**src/rtl/proj001_arbiter.sv**
```systemverilog
// ---------------------------------------------------------------------------
// proj001_arbiter
//
// Round-robin scheduler that shares one proj001 compute engine between NREQ
// requesters. On a grant it latches the requester's operand slice and streams
// the OPS words into the engine as a burst framed by eng_start on the first
// word. It then waits for the engine's valid pulse, guarded by a watchdog, and
// hands the result back to the granted requester with a one-cycle ack.
//
// Ports
//   clock       in   1               system clock, rising edge
//   rst_n       in   1               asynchronous active-low reset
//   req         in   NREQ            req[i] held high until ack[i]
//   req_data    in   NREQ*OPS*WIDTH  requester i at [i*OPS*WIDTH +: OPS*WIDTH],
//                                    word 0 in the LSBs
//   ack         out  NREQ            one-cycle, one-hot completion pulse
//   rsp_result  out  WIDTH+1         result, valid while ack is non-zero
//   rsp_err     out  1               watchdog timeout flag, valid with ack
//   busy        out  1               high whenever the FSM is not idle
//   eng_start   out  1               engine start, high with word 0
//   eng_d_in    out  WIDTH           engine operand word
//   eng_result  in   WIDTH+1         engine result
//   eng_valid   in   1               engine result valid pulse
// ---------------------------------------------------------------------------
module proj001_arbiter #(
  parameter int WIDTH   = 4,
  parameter int NREQ    = 4,
  parameter int OPS     = 2,
  parameter int TIMEOUT = 32
) (
  input  logic                      clock,
  input  logic                      rst_n,
  input  logic [NREQ-1:0]           req,
  input  logic [NREQ*OPS*WIDTH-1:0] req_data,
  output logic [NREQ-1:0]           ack,
  output logic [WIDTH:0]            rsp_result,
  output logic                      rsp_err,
  output logic                      busy,
  output logic                      eng_start,
  output logic [WIDTH-1:0]          eng_d_in,
  input  logic [WIDTH:0]            eng_result,
  input  logic                      eng_valid
);

  localparam int PTR_W   = $clog2(NREQ);
  localparam int WDOG_W  = $clog2(TIMEOUT);
  localparam int K_W     = (OPS > 1) ? $clog2(OPS) : 1;
  localparam int SLICE_W = OPS * WIDTH;

  localparam logic [PTR_W-1:0]  LAST_PTR  = PTR_W'(NREQ - 1);
  localparam logic [WDOG_W-1:0] LAST_WDOG = WDOG_W'(TIMEOUT - 1);
  localparam logic [K_W-1:0]    LAST_K    = K_W'(OPS - 1);
  localparam logic [NREQ-1:0]   ACK_ONE   = NREQ'(1);

  typedef enum logic [1:0] {
    IDLE,
    ISSUE,
    WAIT,
    RESP
  } state_t;

  state_t              state;
  logic [PTR_W-1:0]    rr_ptr;
  logic [PTR_W-1:0]    grant_q;
  logic [SLICE_W-1:0]  ops_q;
  logic [K_W-1:0]      k;
  logic [WDOG_W-1:0]   wdog;

  logic                grant_valid;
  logic [PTR_W-1:0]    grant_idx;
  logic [SLICE_W-1:0]  grant_slice;

  // Round-robin pick: scan from rr_ptr upward with wrap, first set bit wins.
  always_comb begin
    int cand;
    grant_valid = 1'b0;
    grant_idx   = '0;
    cand        = 0;
    for (int j = 0; j < NREQ; j++) begin
      cand = int'(rr_ptr) + j;
      if (cand >= NREQ) cand = cand - NREQ;
      if (!grant_valid && req[cand]) begin
        grant_valid = 1'b1;
        grant_idx   = PTR_W'(cand);
      end
    end
    grant_slice = req_data[int'(grant_idx)*SLICE_W +: SLICE_W];
  end

  // Main FSM. Word 0 goes straight onto eng_d_in at grant so that eng_start
  // and the first operand appear in the cycle after the request is seen; the
  // remaining words sit in ops_q and are shifted down one word per cycle.
  always_ff @(posedge clock or negedge rst_n) begin
    if (!rst_n) begin
      state      <= IDLE;
      rr_ptr     <= '0;
      grant_q    <= '0;
      ops_q      <= '0;
      k          <= '0;
      wdog       <= '0;
      ack        <= '0;
      rsp_result <= '0;
      rsp_err    <= 1'b0;
      busy       <= 1'b0;
      eng_start  <= 1'b0;
      eng_d_in   <= '0;
    end else begin
      case (state)
        IDLE: begin
          if (grant_valid) begin
            grant_q   <= grant_idx;
            ops_q     <= grant_slice >> WIDTH;
            eng_d_in  <= grant_slice[WIDTH-1:0];
            eng_start <= 1'b1;
            k         <= '0;
            busy      <= 1'b1;
            state     <= ISSUE;
          end
        end

        ISSUE: begin
          eng_start <= 1'b0;
          if (k == LAST_K) begin
            eng_d_in <= '0;
            wdog     <= '0;
            state    <= WAIT;
          end else begin
            eng_d_in <= ops_q[WIDTH-1:0];
            ops_q    <= ops_q >> WIDTH;
            k        <= k + 1'b1;
          end
        end

        // A valid result takes priority over a watchdog expiry on the same edge.
        WAIT: begin
          if (eng_valid) begin
            rsp_result <= eng_result;
            rsp_err    <= 1'b0;
            ack        <= ACK_ONE << grant_q;
            state      <= RESP;
          end else if (wdog == LAST_WDOG) begin
            rsp_result <= '0;
            rsp_err    <= 1'b1;
            ack        <= ACK_ONE << grant_q;
            state      <= RESP;
          end else begin
            wdog <= wdog + 1'b1;
          end
        end

        RESP: begin
          ack        <= '0;
          rsp_result <= '0;
          rsp_err    <= 1'b0;
          busy       <= 1'b0;
          rr_ptr     <= (grant_q == LAST_PTR) ? '0 : grant_q + 1'b1;
          state      <= IDLE;
        end

        default: begin
          state <= IDLE;
        end
      endcase
    end
  end

endmodule

```
**config.mk**
```make
export PLATFORM = sky130hd
export DESIGN_NAME = proj001_arbiter
export DESIGN_NICKNAME = d
export VERILOG_FILES = /design/src/rtl/proj001_arbiter.sv
export SDC_FILE = /design/constraint.sdc
export NUM_CORES = 1
export LEC_CHECK = 0
export BUFFER_PORTS_ARGS = -buffer_cell sky130_fd_sc_hd__buf_2
export CORE_MARGIN = 2
export CORE_UTILIZATION = 40
export CTS_CLUSTER_DIAMETER = 120
export CTS_CLUSTER_SIZE = 24
export DETAILED_ROUTE_END_ITERATION = 10
export PLACE_DENSITY_LB_ADDON = 0.15
export SKIP_LAST_GASP = 1
export SLEW_MARGIN = 20
export SYNTH_ARGS = -nofsm -noshare
export SYNTH_HDL_FRONTEND = slang
export SYNTH_SLANG_ARGS = --single-unit
```
**constraint.sdc**
```tcl
create_clock -name clock -period 3.4 [get_ports clock]
set_clock_uncertainty 0.2 [all_clocks]
set_input_delay 0.51 -clock clock [delete_from_list [all_inputs] [get_ports clock]]
set_output_delay 0.51 -clock clock [all_outputs]
set_load 0.01 [all_outputs]
```
==> summary.md <==
| Metric | Value |
|---|---|
| Final hold vios | 0 |
| Status | finished, final reports clean |
| Most common cell after layout, fill and taps aside | buf_2 |
| Layout area overhead | 24.0% |
| Crit Path Class | flip-flop to flip-flop |
| Yosys cell types | 37 |
| Startpoint Class | flip-flop |
| Clk_lat worst skew | approximately 0.28 ns |
| Ys async rst share | 100% |
| Core ar. | 0.00441 mm² |
| Worst setup margin | between 0.8 and 0.9 ns |
| Critical Path Fanout Max | 15 |
| Overflow after GRT | 0 |
| Vias in the first global route | 1504 |
| Max-slew headroom | 52.1% |
| Synth Warn # | 0 |
| Leakage | 1.19 nW |
| CTS tree | done |
| CP Capture Type | flip-flop |
| Post-synthesis net count | 232 |
| HP Class | primary input to asynchronous set/reset pin |
| Post-cts hold buffer count | 0 |
| RePlAce Congestion | 0.848 |
| Via count | 1572 |
| Max cap viols | 0 |
| Drt drc | 0 |
| Rows | 24 |
| Most frequent cells in the layout | 59 x buf_2, 32 x dfrtp_1, 22 x nand2_1, 20 x a22o_1, 15 x mux2i_1 |
| Post-CTS Setup Repair Bufs | 0 |
| Synth Flop Type | dfrtp_1 |
| CTS Buf Count | 5 |
| Power per standard cell area | 791 mW/mm² |
| Slew Viols, Final | 0 |
| Required @ worst endpoint | approximately 3.4 ns |
| Vias/cell | 5.37 |
| Number of detailed-route iterations in the first pass | 4 |
| Routed wire length | a little over 4 mm |
| H-tree Lvls | 2 |
| EDFF count, synth | 0 |
| Final setup fails | 0 |
| Resized Gates After CTS | 0 |
| Synth Cell Area | 0.00185 mm² |
| Layout cell share with drive strength beyond 1 | 30.3% |
| Largest net degree at the start of global routing | 33 |
| Port Buffers | 59 |
| Dpl hpwl | 3.00 mm |
| Antenna Cells | 0 |
| Syn Inst Count | 178 |
| Initial core utilization | 42.0% |
| Nets | 295 |
| Die area | 0.00519 mm² |
| First-pass GRT wire length | 6.79 mm |
| Top Ports | 60 |
| Die width | 72.1 µm |
| Worst path arrival time | ~2.5 ns |
| Clock sinks | 32 |
| Root Buffer | clkbuf_8 |
| Clk slew on worst S/H paths | 0.07 ns |
| Pre-CTS WS | 0.681 ns |
| Antenna violations before repair | 0 |
| Tcrit/Tclk final | 74.9% |
| Unrepaired setup endpoints after global routing | no |
| WL per Instance | about 14 µm |
| Register area share after synthesis | 43.2% |
| Worst-case clock buffer depth | 2 |
| Setup TNS | 0 ns |
| Slew at the pin closest to its max-slew limit | 0.718 ns |
| GRT Total Usage | 16.7% |
| Register bit total from synthesis | 32 |
| Post-layout min period | about 2.5 ns |
| Highest clock rate | 393 MHz |
| VDD IR max | 0.000303 V |
| Die height | around 70 µm |
| DRT iter0 DRCs | 67 |
| Post-route ant nets | 0 |
| Mean Syn Cell Area | around 10 µm² |
==> metal layers <==
layer	GRT usage, %	share of wire [%]
met4	5.66	1.6
met5	0	0
met1	21.3	49
met3	4.72	5.7
met2	27.3	44
==> where the power goes <==
part / leakage (nW) / internal, mW / switching, mW / total [mW]
clock network: 0.0503 / 0.180 / 0.137 / 0.318
registers: 0.415 / 0.532 / 0.119 / 0.651
logic: 0.722 / 0.382 / 0.467 / 0.849
total: 1.19 / 1.09 / 0.724 / 1.82
==> flip-flops by register name (all words and copies together) (netlist names) <==
| signal | flops |
|---|---|
| rsp_result | 5 |
| wdog | 5 |
| ack | 4 |
| eng_d_in | 4 |
| ops_q | 4 |
| grant_q | 2 |
| rr_ptr | 2 |
| state | 2 |
| busy | 1 |
| eng_start | 1 |
| k | 1 |
| rsp_err | 1 |
==> critical path, stage by stage, from the launching register on <==
cell and delay [ns]:
dfrtp_1 0.47, mux2_4 0.34, o221ai_4 0.53, mux4_2 0.58, a221o_1 0.32
==> layout make-up <==
class	count	area, µm²
Fill cell	411	2120
Multi-Input combinational cell	134	1000
Sequential cell	32	801
Timing Repair Buffer	60	303
Clock buffer	7	96.3
Tap cell	52	65.1
Inverter	8	30.0
==> kinds of logic after synthesis <==
family | synth area share, %
buf+inv | 2.63
mux | 11.3
flops | 43.2
fa+ha+maj | 6.75
simple gates | 12.7
compound gates | 23.4
==> synthesized netlist by cell type, types with 3 or more instances <==
cell      instances  share of area, %
dfrtp_1          32                43
nand2_1          22               4.5
a22o_1           20               9.5
mux2i_1          15               8.1
o21ai_0          11               3.0
ha_1             10               6.8
inv_1             8               1.6
nor2_1            7               1.4
a21oi_1           5               1.4
nand2b_1          4               1.4
o221ai_1          4               1.9
or3_1             4               1.4
a22oi_1           3               1.2
clkbuf_1          3              0.61
nor2b_1           3               1.0
o211ai_1          3               1.2
==> through the flow <==
stage | cells | hold slack, ns | utilization [%] | power (mW) | instance area [µm²]
after floorplan | 178 | 0.0144 | - | 1.27 | 1850
after global placement | 286 | 0.270 | 49.9 | 1.51 | 2200
after detailed placement | 286 | 0.269 | 49.9 | 1.52 | 2200
after CTS | 293 | 0.103 | 52.1 | 1.84 | 2300
after global routing | 293 | 0.139 | 52.1 | 1.97 | 2300
final | 293 | 0.0749 | 52.1 | 1.82 | 2300
==> path summary, 6_finish.rpt <==
path                                       startpoint                      end  slack [ns]  depth (start not counted)
max in group asynchronous                       rst_n      wdog[2]$_DFFE_PN0P_        2.46                          1
worst max register to register  rr_ptr[1]$_DFFE_PN0P_  eng_d_in[3]$_DFFE_PN0P_        0.85                          4
worst min-delay path                            rst_n       ack[0]$_DFFE_PN0P_        0.07                          1
worst max-delay path            rr_ptr[1]$_DFFE_PN0P_  eng_d_in[3]$_DFFE_PN0P_        0.85                          4
worst min register to register  eng_start$_DFFE_PN0P_    eng_start$_DFFE_PN0P_        0.29                          2
min in group clock              eng_start$_DFFE_PN0P_    eng_start$_DFFE_PN0P_        0.29                          2
Power figures use the tool's default switching activity.
